===== src/rtl/uart_recv_fifo_if.sv =====
// ---------------------------------------------------------------------------
// uart_recv_fifo_if
// Output handshake bundle of the UART receiver FIFO.
//   out_data        head entry data (DATA_BITS wide)
//   out_parity_err  head entry parity mismatch
//   out_frame_err   head entry stop-bit error
//   out_valid       FIFO holds at least one entry
//   out_ready       consumer accepts the head entry this cycle
// master: the receiver (drives data/flags/valid), slave: the consumer.
// ---------------------------------------------------------------------------
interface uart_recv_fifo_if #(
   parameter int DATA_BITS = 8
);
   logic [DATA_BITS-1:0] out_data;
   logic                 out_parity_err;
   logic                 out_frame_err;
   logic                 out_valid;
   logic                 out_ready;

   modport master (
      output out_data, out_parity_err, out_frame_err, out_valid,
      input  out_ready
   );

   modport slave (
      input  out_data, out_parity_err, out_frame_err, out_valid,
      output out_ready
   );
endinterface


===== src/rtl/uart_recv_fifo.sv =====
// ---------------------------------------------------------------------------
// uart_recv_fifo
// UART receiver with configurable frame format, 3-sample majority voting,
// false-start rejection, parity/framing error flags and an output FIFO.
// Ports:
//   sys_clk   system clock, rising edge
//   sys_rst   asynchronous active-high reset
//   uart_rxd  asynchronous serial input, idle high
//   out_if    master side of the output handshake (data, flags, valid/ready)
//   overrun   one-cycle pulse when a completed frame is dropped (FIFO full)
//   busy      receiver is outside IDLE
// ---------------------------------------------------------------------------
module uart_recv_fifo #(
   parameter int CLK_FREQUENCY = 10_000_000,
   parameter int UART_BPS      = 115200,
   parameter int DATA_BITS     = 8,
   parameter int PARITY        = 0,
   parameter int STOP_BITS     = 1,
   parameter int FIFO_DEPTH    = 4
)(
   input  logic               sys_clk,
   input  logic               sys_rst,
   input  logic               uart_rxd,
   uart_recv_fifo_if.master   out_if,
   output logic               overrun,
   output logic               busy
);

   localparam int BPS_CNT = CLK_FREQUENCY / UART_BPS;
   localparam int CNT_W   = $clog2(BPS_CNT);
   localparam int MID     = BPS_CNT / 2;
   localparam int PTR_W   = $clog2(FIFO_DEPTH);
   localparam int ENT_W   = DATA_BITS + 2;

   localparam logic [CNT_W-1:0] C_LAST = CNT_W'(BPS_CNT - 1);
   localparam logic [CNT_W-1:0] C_S0   = CNT_W'(MID - 1);
   localparam logic [CNT_W-1:0] C_S1   = CNT_W'(MID);
   localparam logic [CNT_W-1:0] C_S2   = CNT_W'(MID + 1);
   localparam logic [3:0]       N_DATA    = 4'(DATA_BITS);
   localparam logic [3:0]       LAST_STOP = 4'(STOP_BITS - 1);
   localparam logic [PTR_W:0]   FULL_CNT  = (PTR_W + 1)'(FIFO_DEPTH);

   typedef enum logic [2:0] {
      S_IDLE, S_START, S_DATA, S_PARITY, S_STOP, S_WAIT_HIGH
   } state_t;

   state_t               r_state, w_state_nxt;
   logic                 r_rx_meta, r_rx_s, r_rx_d;
   logic [CNT_W-1:0]     r_clk_cnt;
   logic [3:0]           r_bit_cnt;
   logic                 r_smp0, r_smp1;
   logic [DATA_BITS-1:0] r_shift;
   logic                 r_perr, r_ferr;
   logic                 w_fall, w_tick_end, w_at_s2, w_maj, w_par_exp, w_wr;
   logic [ENT_W-1:0]     w_entry;

   logic [ENT_W-1:0]     r_mem [FIFO_DEPTH];
   logic [PTR_W-1:0]     r_wr_ptr, r_rd_ptr, w_rd_nxt;
   logic [PTR_W:0]       r_count, w_count_nxt;
   logic [ENT_W-1:0]     r_out;
   logic                 r_valid, r_overrun;
   logic                 w_pop, w_full, w_push, w_drop;

   // ---- Stage: input synchroniser and falling-edge detect ----
   always_ff @(posedge sys_clk or posedge sys_rst) begin
      if (sys_rst) begin
         r_rx_meta <= 1'b1;
         r_rx_s    <= 1'b1;
         r_rx_d    <= 1'b1;
      end else begin
         r_rx_meta <= uart_rxd;
         r_rx_s    <= r_rx_meta;
         r_rx_d    <= r_rx_s;
      end
   end

   assign w_fall     = r_rx_d & ~r_rx_s;
   assign w_tick_end = (r_clk_cnt == C_LAST);
   assign w_at_s2    = (r_clk_cnt == C_S2);
   // Third sample is the live synchronised line at M+1.
   assign w_maj      = (r_smp0 & r_smp1) | (r_smp0 & r_rx_s) | (r_smp1 & r_rx_s);
   assign w_par_exp  = (PARITY == 2) ? ^r_shift : ~^r_shift;
   // Frame error includes the stop bit being decided in this very cycle.
   assign w_entry    = {r_perr, r_ferr | ~w_maj, r_shift};

   // ---- Stage: bit timing and FSM state ----
   always_ff @(posedge sys_clk or posedge sys_rst) begin
      if (sys_rst) begin
         r_state   <= S_IDLE;
         r_clk_cnt <= '0;
         r_bit_cnt <= '0;
      end else begin
         r_state <= w_state_nxt;
         // Held at 0 in IDLE so START always begins at clk_cnt = 0.
         if (r_state == S_IDLE || w_state_nxt == S_IDLE)
            r_clk_cnt <= '0;
         else
            r_clk_cnt <= w_tick_end ? '0 : r_clk_cnt + 1'b1;
         if (r_state != w_state_nxt)
            r_bit_cnt <= '0;
         else if (w_at_s2 && (r_state == S_DATA || r_state == S_STOP))
            r_bit_cnt <= r_bit_cnt + 1'b1;
      end
   end

   always_comb begin
      w_state_nxt = r_state;
      w_wr        = 1'b0;
      case (r_state)
         S_IDLE:      if (w_fall) w_state_nxt = S_START;
         S_START: begin
            if (w_at_s2 && w_maj) w_state_nxt = S_IDLE;
            else if (w_tick_end)  w_state_nxt = S_DATA;
         end
         S_DATA: begin
            if (w_tick_end && r_bit_cnt == N_DATA)
               w_state_nxt = (PARITY != 0) ? S_PARITY : S_STOP;
         end
         S_PARITY:    if (w_tick_end) w_state_nxt = S_STOP;
         S_STOP: begin
            if (w_at_s2 && r_bit_cnt == LAST_STOP) begin
               w_wr        = 1'b1;
               // A low last stop bit means a break: wait for the line to idle.
               w_state_nxt = w_maj ? S_IDLE : S_WAIT_HIGH;
            end
         end
         S_WAIT_HIGH: if (r_rx_s) w_state_nxt = S_IDLE;
         default:     w_state_nxt = S_IDLE;
      endcase
   end

   // ---- Stage: samples and frame assembly ----
   always_ff @(posedge sys_clk) begin
      if (r_clk_cnt == C_S0) r_smp0 <= r_rx_s;
      if (r_clk_cnt == C_S1) r_smp1 <= r_rx_s;
      if (r_state == S_START) begin
         r_perr <= 1'b0;
         r_ferr <= 1'b0;
      end
      if (w_at_s2) begin
         if (r_state == S_DATA)   r_shift <= {w_maj, r_shift[DATA_BITS-1:1]};
         if (r_state == S_PARITY) r_perr  <= (w_maj != w_par_exp);
         if (r_state == S_STOP && !w_maj) r_ferr <= 1'b1;
      end
   end

   // ---- Stage: output FIFO ----
   assign w_pop       = r_valid & out_if.out_ready;
   assign w_full      = (r_count == FULL_CNT);
   assign w_push      = w_wr & (~w_full | w_pop);
   assign w_drop      = w_wr & w_full & ~w_pop;
   assign w_rd_nxt    = r_rd_ptr + PTR_W'(w_pop);
   assign w_count_nxt = r_count + (PTR_W + 1)'(w_push) - (PTR_W + 1)'(w_pop);

   always_ff @(posedge sys_clk) begin
      if (w_push) r_mem[r_wr_ptr] <= w_entry;
   end

   always_ff @(posedge sys_clk or posedge sys_rst) begin
      if (sys_rst) begin
         r_wr_ptr  <= '0;
         r_rd_ptr  <= '0;
         r_count   <= '0;
         r_valid   <= 1'b0;
         r_overrun <= 1'b0;
         r_out     <= '0;
      end else begin
         if (w_push) r_wr_ptr <= r_wr_ptr + 1'b1;
         r_rd_ptr  <= w_rd_nxt;
         r_count   <= w_count_nxt;
         r_valid   <= (w_count_nxt != '0);
         r_overrun <= w_drop;
         // Head register: bypass the incoming entry when it becomes the only one.
         if (w_push && r_count == (PTR_W + 1)'(w_pop))
            r_out <= w_entry;
         else
            r_out <= r_mem[w_rd_nxt];
      end
   end

   assign out_if.out_data       = r_out[DATA_BITS-1:0];
   assign out_if.out_frame_err  = r_out[DATA_BITS];
   assign out_if.out_parity_err = r_out[DATA_BITS+1];
   assign out_if.out_valid      = r_valid;
   assign overrun               = r_overrun;
   assign busy                  = (r_state != S_IDLE);

endmodule


===== src/flat_wrapper.sv =====
// flat-port wrapper written by rule: the top's interface ports become plain ports
module uart_recv_fifo_flat 
#(
   parameter int CLK_FREQUENCY = 10_000_000,
   parameter int UART_BPS      = 115200,
   parameter int DATA_BITS     = 8,
   parameter int PARITY        = 0,
   parameter int STOP_BITS     = 1,
   parameter int FIFO_DEPTH    = 4
)
  (sys_clk, sys_rst, uart_rxd, overrun, busy, out_if_out_data, out_if_out_parity_err, out_if_out_frame_err, out_if_out_valid, out_if_out_ready);
  uart_recv_fifo_if #(.DATA_BITS(DATA_BITS)) out_if_i ();
  input  logic sys_clk;
  input  logic sys_rst;
  input  logic uart_rxd;
  output logic overrun;
  output logic busy;
  output wire logic [$bits(out_if_i.out_data)-1:0] out_if_out_data;
  output wire logic [$bits(out_if_i.out_parity_err)-1:0] out_if_out_parity_err;
  output wire logic [$bits(out_if_i.out_frame_err)-1:0] out_if_out_frame_err;
  output wire logic [$bits(out_if_i.out_valid)-1:0] out_if_out_valid;
  input wire logic [$bits(out_if_i.out_ready)-1:0] out_if_out_ready;
  assign out_if_out_data = out_if_i.out_data;
  assign out_if_out_parity_err = out_if_i.out_parity_err;
  assign out_if_out_frame_err = out_if_i.out_frame_err;
  assign out_if_out_valid = out_if_i.out_valid;
  assign out_if_i.out_ready = out_if_out_ready;
  uart_recv_fifo #(.CLK_FREQUENCY(CLK_FREQUENCY), .UART_BPS(UART_BPS), .DATA_BITS(DATA_BITS), .PARITY(PARITY), .STOP_BITS(STOP_BITS), .FIFO_DEPTH(FIFO_DEPTH)) u_core (.sys_clk(sys_clk), .sys_rst(sys_rst), .uart_rxd(uart_rxd), .out_if(out_if_i), .overrun(overrun), .busy(busy));
endmodule

===== config.mk =====
export PLATFORM = sky130hd
export DESIGN_NAME = uart_recv_fifo_flat
export DESIGN_NICKNAME = d
export VERILOG_FILES = /design/src/rtl/uart_recv_fifo_if.sv /design/src/rtl/uart_recv_fifo.sv /design/src/flat_wrapper.sv
export SDC_FILE = /design/constraint.sdc
export NUM_CORES = 1
export LEC_CHECK = 0
export BUFFER_PORTS_ARGS = -buffer_cell sky130_fd_sc_hd__buf_2
export CAP_MARGIN = 20
export CORE_MARGIN = 1
export CORE_UTILIZATION = 55
export DETAILED_ROUTE_END_ITERATION = 12
export GPL_TIMING_DRIVEN = 0
export PLACE_DENSITY = 0.72
export REMOVE_ABC_BUFFERS = 1
export SLEW_MARGIN = 40
export SYNTH_ARGS = -nofsm -noshare
export SYNTH_HDL_FRONTEND = slang
export SYNTH_SLANG_ARGS = --single-unit

===== constraint.sdc =====
create_clock -name sys_clk -period 7.6 [get_ports sys_clk]
set_clock_uncertainty 0.2 [all_clocks]
set_input_delay 1.52 -clock sys_clk [delete_from_list [all_inputs] [get_ports sys_clk]]
set_output_delay 1.52 -clock sys_clk [all_outputs]
set_load 0.005 [all_outputs]

# After elaboration in Yosys (flattened, before gate mapping)
# Memory sizes are Yosys's and may differ from the RTL's.
# Index checks and enable logic that the tools add are counted.
[classes] add_sub_neg=6 eq_ne=14 n_mux=24 bitwise=16 reduce_logical=17
[ops] operator="two-way mux 3 bit" count=8
[ops] operator="== test 7 x 6 -> 1 bit, second input constant" count=3
[ops] operator="case mux 3 bit (6 select lines)" count=1
[ops] operator="two-way mux 7 bit" count=2
[ops] operator="two-way mux 1 bit" count=10
[ops] operator="two-way mux 10 bit" count=1
[ops] operator="== test 3 bit, second input constant" count=3
[ops] operator="bitwise AND 1 bit" count=8
[ops] operator="two-way mux 4 bit" count=2
[ops] operator="XNOR reduction 8 bit" count=1
[ops] operator="adder 7 x 1 -> 7 bit, second input constant" count=1
[ops] operator="== test 7 bit, second input constant" count=1
[ops] operator="== test 3 x 2 -> 1 bit, second input constant" count=2
[ops] operator="logical AND 1 bit" count=6
[ops] operator="zero test 3 bit" count=2
[ops] operator="nonzero test 3 bit" count=2
[ops] operator="adder 4 x 1 -> 4 bit, second input constant" count=1
[ops] operator="== test 4 bit, second input constant" count=1
[ops] operator="zero test 4 bit" count=1
[ops] operator="inverter 1 bit" count=4
[ops] operator="bitwise OR 1 bit" count=4
[ops] operator="adder 3 x 1 -> 3 bit" count=1
[ops] operator="== test 3 x 1 -> 1 bit" count=1
[ops] operator="== test 3 x 1 -> 1 bit, second input constant" count=1
[ops] operator="other kinds (9)" count=10
[totals] regBits=48 ramBits=40 inputBits=4 out_inout_bits=13 word_cells=95 memories=1
[memory_table] name="u_core.r_mem" depth=4 width=10 read_ports=1 rd_clocked_by_memory_dff=0 write_ports=1 line_no="uart_recv_fifo.sv:57" rtl="logic [ENT_W-1:0] r_mem [FIFO_DEPTH];"

# Logic depth before layout (Yosys ltp)
# Gate-level depths: netlist of run 1.
[depth] word_depth=9 mapped_depth=10 depth_no_buf=10

# Worst setup path after synthesis of run 1
# No wires, ideal clock.
[synth_path] path_kind="input to register" startpoint="in out_if_out_ready" endpoint="reg u_core.r_valid (netlist: u_core.out_if.out_valid)" setup_ns=0.131 arrival_ns=3.119 t_required_ns=7.269 setup_slack_ns=4.149 path_stages=7 path_buffers=0 cell_sequence="and2_1 -> nor3_1 -> a21oi_4 -> ha_1 -> fa_1 -> xnor2_1 -> or3_1"
[synth_between] elab_chain_cells=6
[synth_lines] element="from (decl)" line_no="flat_wrapper.sv:22" rtl="input wire logic [$bits(out_if_i.out_ready)-1:0] out_if_out_ready;"
[synth_lines] element="bitwise AND 1 bit" line_no="uart_recv_fifo.sv:148" rtl="assign w_pop = r_valid & out_if.out_ready;"
[synth_lines] element="bitwise OR 1 bit" line_no="uart_recv_fifo.sv:150" rtl="assign w_push = w_wr & (~w_full | w_pop);"
[synth_lines] element="bitwise AND 1 bit" line_no="uart_recv_fifo.sv:150"
[synth_lines] element="net u_core.w_push" line_no="uart_recv_fifo.sv:62" rtl="logic w_pop, w_full, w_push, w_drop;"
[synth_lines] element="adder 3 x 1 -> 3 bit" line_no="uart_recv_fifo.sv:153" rtl="assign w_count_nxt = r_count + (PTR_W + 1)'(w_push) - (PTR_W + 1)'(w_pop);"
[synth_lines] element="subtractor 3 x 1 -> 3 bit" line_no="uart_recv_fifo.sv:153"
[synth_lines] element="net u_core.w_count_nxt[2]" line_no="uart_recv_fifo.sv:59" rtl="logic [PTR_W:0] r_count, w_count_nxt;"
[synth_lines] element="nonzero test 3 bit" line_no="uart_recv_fifo.sv:171" rtl="r_valid <= (w_count_nxt != '0);"
[synth_lines] element="to (signal assigned)" line_no="uart_recv_fifo.sv:171"
[synth_lines] element="to (decl)" line_no="uart_recv_fifo.sv:61" rtl="logic r_valid, r_overrun;"
# The timed path passes the listed nets, and every way through them passes these cells.
# A chain may end at the register's enable or synchronous reset.

# Worst setup path after layout of run 1
[layout_path] startpoint="in out_if_out_ready" endpoint="reg u_core.r_out[2]"
[layout_between] elab_cells_between_ends=8 cone_classes="1 x add/sub; 1 x eq/ne; 1 x mux; 3 x bitwise; 1 x reduce/logical; 1 x memory"
[layout_lines] element="bitwise AND 1 bit" line_no="uart_recv_fifo.sv:148"
[layout_lines] element="adder 2 x 1 -> 2 bit" line_no="uart_recv_fifo.sv:152" rtl="assign w_rd_nxt = r_rd_ptr + PTR_W'(w_pop);"
[layout_lines] element="net u_core.w_rd_nxt[0]" line_no="uart_recv_fifo.sv:58" rtl="logic [PTR_W-1:0] r_wr_ptr, r_rd_ptr, w_rd_nxt;"
[layout_lines] element="memory read (4 x 10 bit)"
[layout_lines] element="two-way mux 10 bit" line_no="uart_recv_fifo.sv:174" rtl="if (w_push && r_count == (PTR_W + 1)'(w_pop))"
[layout_lines] element="to (signal assigned)" line_no="uart_recv_fifo.sv:175" rtl="r_out <= w_entry;"
[layout_lines] element="to (signal assigned)" line_no="uart_recv_fifo.sv:177" rtl="r_out <= r_mem[w_rd_nxt];"
[layout_lines] element="to (decl)" line_no="uart_recv_fifo.sv:60" rtl="logic [ENT_W-1:0] r_out;"
# The timed path passes the listed nets, and every way through them passes these cells.

==> results of run 1 <==
power breakdown:
part	total (W)	leakage (nW)	switching (W)	internal, W
Combinational	0.0000493	0.565	0.0000285	0.0000207
Clock	0.000339	0.102	0.000155	0.000184
Sequential	0.000528	0.927	0.0000168	0.000511
Total	0.000916	1.59	0.000201	0.000715
layout by cell type, fill, tap and decap left out, types with 3 or more instances in the layout:
master,count
buf_2,17
dfrtp_1,33
nand3_1,3
inv_1,13
dfstp_2,3
a21oi_1,6
nor3_1,8
and2_1,5
ha_1,13
nand2_1,9
mux4_2,10
xor2_1,5
clkbuf_8,9
edfxtp_1,50
nor2_1,9
nor2b_1,4
xnor2_1,12
or3_1,3
mux2_2,10
o21ai_0,3
Yosys cell counts (2+ instances only):
master	count	area, um^2
nor3_2	2	20.0
edfxtp_1	50	1500
and2_1	5	31.3
buf_2	2	10.0
dfstp_2	3	78.8
nor2b_1	4	25.0
xnor2_1	12	105
or3_1	3	18.8
mux2_2	10	113
clkbuf_1	3	11.3
nand3_1	3	15.0
and3_1	2	12.5
o21ai_0	3	15.0
nor3_1	8	40.0
or2b_1	2	15.0
a211oi_1	2	15.0
nand2_1	9	33.8
dfrtp_1	33	826
mux4_2	10	225
or3b_2	2	17.5
nor2_1	9	33.8
ha_1	13	163
buf_4	3	22.5
a21oi_1	6	30.0
mux2i_1	2	20.0
nand4_1	2	12.5
dfxtp_1	2	40.0
xor2_1	6	52.6
inv_1	14	52.6
logic make-up after synthesis:
logic type	Yosys count
muxes	23
AOI/OAI and AO/OA	20
xor gates and xnor gates	19
and+or+nand+nor	62
adders and majority gates	15
buffers and inverters	22
DFF	88
worst max-delay path, stage by stage:
cell    delay (ps)
buf_2           90
and2_1         160
ha_1           750
mux4_2         590
mux2_2         270
per-stage QoR:
stage / worst slack [ps] / total power [W]
global placement: 3690 / 0.000586
detailed placement: 3830 / 0.000589
global route: 4100 / 0.000956
CTS: 4210 / 0.000927
floorplan: 4150 / 0.000573
finish: 4250 / 0.000916
flip-flops by register name, summed over array words and instances (netlist names), 2 cells and up:
name,cells
u_core.r_bit_cnt,4
u_core.r_clk_cnt,7
u_core.r_count,3
u_core.r_mem,40
u_core.r_out,10
u_core.r_rd_ptr,2
u_core.r_shift,8
u_core.r_state,3
u_core.r_wr_ptr,2
metal layers:
metal / global-route usage (%) / routed length (um) / vias to the layer above
met5: 0 / 0 / -
met4: 9.09 / 107 / 0
met3: 3.31 / 143 / 11
met2: 32.4 / 3100 / 25
met1: 23.4 / 2710 / 966
li1: - / - / 947
cell type report:
class | count | area, um^2
Fill cell | 533 | 2540
Clock inverter | 6 | 83.8
Sequential cell | 88 | 2450
Multi-Input combinational cell | 139 | 1300
Tap cell | 80 | 100
Inverter | 14 | 52.6
Clock buffer | 10 | 128
Timing Repair Buffer | 18 | 105
path summary, 6_finish.rpt:
check / end / cells after the start / from
worst min register to register: u_core.r_rx_s / 0 / u_core.r_rx_meta
min in group asynchronous: u_core.r_count[0] / 2 / sys_rst
max in group asynchronous: u_core.r_rx_d / 3 / sys_rst
worst max-delay path: u_core.r_out[2] / 5 / out_if_out_ready
worst min-delay path: u_core.r_rx_s / 0 / u_core.r_rx_meta
worst max register to register: u_core.out_if.out_valid / 7 / u_core.r_clk_cnt[4]
==> summary.md, run 1 <==
| Metric | Value |
|---|---|
| Status | finished, final reports clean |
| Final Max Tran Viols | 0 |
| WL/cell | 17.1 um |
| Compound-Gate Fraction of Synth Area | 4.21% |
| Area growth from synthesis to layout | 10.1% |
| 1st-iter DRT viols | 49 |
| Min-Delay Path Class | register to register |
| I/O pins | 17 |
| Crit share post-route | 44.1% |
| Initial DRT Pass Iterations | 4 |
| Max-Cap Viols | 0 |
| Final nets | 288 |
| Die Span Y | 85.5 um |
| Vias in the first global route | about 2000 |
| Count of input and output buffers | 16 |
| Yosys cell types | 53 |
| Die width | 85.5 um |
| Final hold violations | 0 |
| Area share of and/or/nand/nor cells after synthesis | 10.1% |
| Core area | 6760 um^2 |
| Post-CTS setup buffer count | 0 |
| Mapped Cells | 249 |
| WP data required | between 7000 and 8000 ps |
| Clk Latency, worst-skew pair | 350 ps |
| Grt ovf | 0 |
| Core Rows | 30 |
| Kind of critical path | input port to register |
| Starting Density | 56.7% |
| First-pass GRT wire length | 10100 um |
| Number of buffers created by CTS | 9 |
| Final instance area | 4220 um^2 |
| CP startpoint kind | input port |
| Adder-Cell Fraction of Synth Area | 5.03% |
| R2R Setup Slk | 4530 ps |
| CTS resizes | 0 |
| Slew @ Worst Pin | 715 ps |
| WP data arrival | about 3400 ps |
| RSZ-0062 raised after global routing | no |
| Via density | 5.49 |
| Final routed DRC violation total | 0 |
| Mapped cell area | 3830 um^2 |
| Register area share after synthesis | 63.8% |
| Non-Filler Instances | 355 |
| Largest family of logic cells by synthesized area | simple AND/OR/NAND/NOR gates |
| Asr flop ratio synth | 40.9% |
| Max FO, Critical Path | 11 |
| Min Hold Slack | 166 ps |
| Syn avg cell area | 15.4 um^2 |
| Die ar. | 7310 um^2 |
| Yosys reg bits | 88 |
| HPWL Detailed | 4110 um |
| Achievable Freq | 0.299 GHz |
| Fin Setup TNS | 0 ps |
| Routed Antenna Nets | 0 |
| Root buf cell | clkbuf_8 |
| Multiplexer share of the synthesized area | about a tenth |
| Layout cells sized above 1 | around 25% |
| Rel. slew slack | approximately 52% |
| CTS Buffer Depth | 2 |
| Gpl congestion | 0.789 |
| Routed WL | between 6000 and 7000 um |
| Cell count after placement | 339 |
| CTS clk-pin slew, worst paths | roughly 80 ps |
| Final core occ | 62.4% |
| Worst VDD drop | 0.142 mV |
| Xor/xnor cell area share of the yosys netlist | 4.70% |
| # hold bufs at CTS | 0 |
| Post-synth EDFFs | 50 |
| CTS H-tree lvls | 3 |
| Ys Warns | 0 |
| Synth Flop Type | edfxtp_1 |
| Post-route minimum period | between 3000 and 4000 ps |
| Setup crit end kind | register |
| # setup viols final | 0 |
| Leak pwr | approximately 1.6 nW |
| Total GRT Usage | 18.9% |
| # clock sinks | 88 |
| Largest net degree at the start of global routing | 24 |
| Initial antenna violation count | 0 |
| CTS tree | built |
| P per Cell Area | 217 nW/um^2 |
| Routed vias | between 1500 and 2000 |
| # diodes | 0 |
| Placed Area | 4010 um^2 |
No activity file was read; power rests on OpenSTA's default activity.
==> run 2: changes to the inputs <==
==> constraint.sdc (replaced) <==
create_clock -name sys_clk -period 3.1 [get_ports sys_clk]
set_clock_uncertainty 0.2 [all_clocks]
set_input_delay 0.62 -clock sys_clk [delete_from_list [all_inputs] [get_ports sys_clk]]
set_output_delay 0.62 -clock sys_clk [all_outputs]
set_load 0.005 [all_outputs]
==> run 2 against run 1 <==
Net effect:
- sequential power rose by 140%
- die area did not move
- utilization rose by 0.13 points
- non-clock buffer count did not move
- worst hold slack got worse by 130 ps
- clock power rose by 150%
- global-route usage did not move
- critical endpoint is now u_core.out_if.out_valid
- power rose by 150%
- largest power group unchanged
- via count rose by 0.31%
==> summary.md, run 2 (synthesis results as in run 1) <==
| Metric | Value |
|---|---|
| Root buf cell | clkbuf_8 |
| Via density | 5.51 (+0.31%) |
| Die ar. | 7310 um^2 (unchanged) |
| Rel. slew slack | 52.4% (about the same) |
| Min-Delay Path Class | input port to asynchronous set/reset pin |
| HPWL Detailed | 4110 um (unchanged) |
| Crit Reg-Reg Startpoint | u_core.r_clk_cnt[0] |
| Initial DRT Pass Iterations | 4 (unchanged) |
| Routed Antenna Nets | 0 (unchanged) |
| CP max stage delay | 420 ps (-330 ps) |
| Final hold violations | 0 (unchanged) |
| WL/cell | 17.1 um (+0.13%) |
| # setup viols final | 0 (unchanged) |
| # clock sinks | 88 (unchanged) |
| Fin Setup TNS | 0 ps (unchanged) |
| Status | finished, final reports clean |
| Non-Filler Instances | 355 (unchanged) |
| Reg2reg path depth | 9 (+2) |
| Setup crit end kind | register |
| Achievable Freq | between 0.3 and 0.4 GHz |
| Gpl congestion | 0.789 (unchanged) |
| Clk Latency, worst-skew pair | 340 ps (about the same) |
| Largest regs | u_core.r_mem: 40 flops, u_core.r_out: 10 flops, u_core.r_shift: 8 flops |
| CTS resizes | 0 (unchanged) |
| Worst VDD drop | 0.348 mV (+140%) |
| Max-Cap Viols | 0 (unchanged) |
| Initial antenna violation count | 0 (unchanged) |
| # diodes | 0 (unchanged) |
| Grt ovf | 0 (unchanged) |
| First-pass GRT wire length | 10100 um (unchanged) |
| Max FO, Critical Path | 7 (-4) |
| Crit share post-route | between 90 and 100% |
| Worst path slowest cell | dfrtp_1 |
| Total GRT Usage | 18.9% (unchanged) |
| CP startpoint kind | register |
| CTS tree | built |
| CTS Buffer Depth | 2 (unchanged) |
| Reg2reg end | u_core.out_if.out_valid |
| Multi-input gate area | 1310 um^2 (+0.67%) |
| Final Max Tran Viols | 0 (unchanged) |
| Post-CTS setup buffer count | 0 (unchanged) |
| WP data arrival | 2920 ps (-470 ps) |
| CTS H-tree lvls | 3 (unchanged) |
| Commonest non-fill, non-tap cell in the layout | edfxtp_1 |
| 1st-iter DRT viols | 68 (+39%) |
| Count of input and output buffers | 16 (unchanged) |
| Crit path top cell by count | ha_1 |
| Max reg flops | 40 (unchanged) |
| Cell count after placement | 339 (unchanged) |
| CTS clk-pin slew, worst paths | 80 ps (about the same) |
| Die width | 85.5 um (unchanged) |
| Final worst setup slack | 198 ps (-4050 ps) |
| Largest Register | u_core.r_mem |
| WP data required | 3120 ps (-4520 ps) |
| Final nets | 288 (unchanged) |
| Crit-path cells | inv_1 > ha_1 > nand3_1 > nor3_4 > nand2_2 > a21oi_4 > ha_1 > fa_1 > or3_1 |
| Filler cells | 531 (-0.38%) |
| Core area | 6760 um^2 (unchanged) |
| RSZ-0062 raised after global routing | no |
| Slew @ Worst Pin | 714 ps (-0.669 ps) |
| R2R Setup Slk | 200 ps (-4330 ps) |
| Vias in the first global route | 2056 (unchanged) |
| Leak pwr | 1.61 nW (+1.1%) |
| Reg area | 2450 um^2 (unchanged) |
| Final routed DRC violation total | 0 (unchanged) |
| Most frequent cells in the layout | 50 x edfxtp_1, 33 x dfrtp_1, 17 x buf_2 |
| Layout cells sized above 1 | 25.1% (+0.36 points) |
| Kind of critical path | register to register |
| Routed WL | 6080 um (+0.13%) |
| Starting Density | 56.7% (unchanged) |
| P per Cell Area | 532 nW/um^2 (+150%) |
| Min Hold Slack | 34.2 ps (-131 ps) |
| Die Span Y | 85.5 um (unchanged) |
| Final core occ | 62.6% (+0.13 points) |
| Area growth from synthesis to layout | 10.3% |
| I/O pins | 17 (unchanged) |
| Routed vias | 1955 (+0.31%) |
| DP Worst Slack | 43.8 ps (-3790 ps) |
| Post-route minimum period | slightly below 3000 ps |
| Largest net degree at the start of global routing | 24 (unchanged) |
| Core Rows | 30 (unchanged) |
| # hold bufs at CTS | 0 (unchanged) |
| Number of buffers created by CTS | 9 (unchanged) |
-- run 2: cell types whose count changed in the layout (fill, tap and decap cells not counted) --
cell	delta
nor3_2	-1
or3b_1	-1
or3b_4	+1
nor3_4	+1
-- run 2: cell type report --
cell class | instances | area share (%)
sequential | 88 | 57.9
timing repair buffer | 18 | 2.49
tap | 80 | 2.37
clock inverter | 6 | 1.98
inverter | 14 | 1.24
multi-input combinational | 139 | 31.0
clock buffer | 10 | 3.02
-- run 2: power by group --
part           total [W]  internal [W]  leakage (nW)  switching [W]
Clock           0.000834      0.000450         0.102       0.000383
Sequential       0.00129       0.00125         0.928      0.0000418
Combinational   0.000121     0.0000508         0.582      0.0000700
Total            0.00225       0.00175          1.61       0.000495
-- run 2: how the worst max path moves through the flow --
| stage | slack, ps | depth (start not counted) | start | end |
|---|---|---|---|---|
| after floorplan | 320 | 7 | u_core.r_clk_cnt[4] | u_core.out_if.out_valid |
| after global placement | 70 | 7 | u_core.r_clk_cnt[4] | u_core.out_if.out_valid |
| after detailed placement | 40 | 7 | u_core.r_clk_cnt[4] | u_core.out_if.out_valid |
| after CTS | 40 | 7 | u_core.r_clk_cnt[4] | u_core.out_if.out_valid |
| after global routing | 30 | 9 | u_core.r_clk_cnt[0] | u_core.out_if.out_valid |
| final | 200 | 9 | u_core.r_clk_cnt[0] | u_core.out_if.out_valid |
-- run 2: through the flow --
| step | total power (W) | cell area, um^2 |
|---|---|---|
| 2_1_floorplan | 0.00140 | 3790 |
| 3_3_place_gp | 0.00144 | 3970 |
| 3_5_place_dp | 0.00144 | 4010 |
| 4_1_cts | 0.00227 | 4220 |
| 5_1_grt | 0.00235 | 4230 |
| 6_report | 0.00225 | 4230 |
-- run 2: worst max-delay path, delay by kind of cell (launching register included) --
kind | cells | cell delay, ps
compound gates | 1 | 210
buf+inv | 1 | 100
fa+ha+maj | 3 | 780
simple gates | 4 | 1080
flops | 1 | 420
-- run 2: per-layer routing --
| metal | vias up | GRT usage [%] | share of wire, % |
|---|---|---|---|
| met5 | - | 0 | 0 |
| met3 | 9 | 3.31 | 2.2 |
| met1 | 973 | 23.4 | 45 |
| li1 | 950 | - | - |
| met4 | 0 | 9.09 | 1.6 |
| met2 | 23 | 32.4 | 51 |
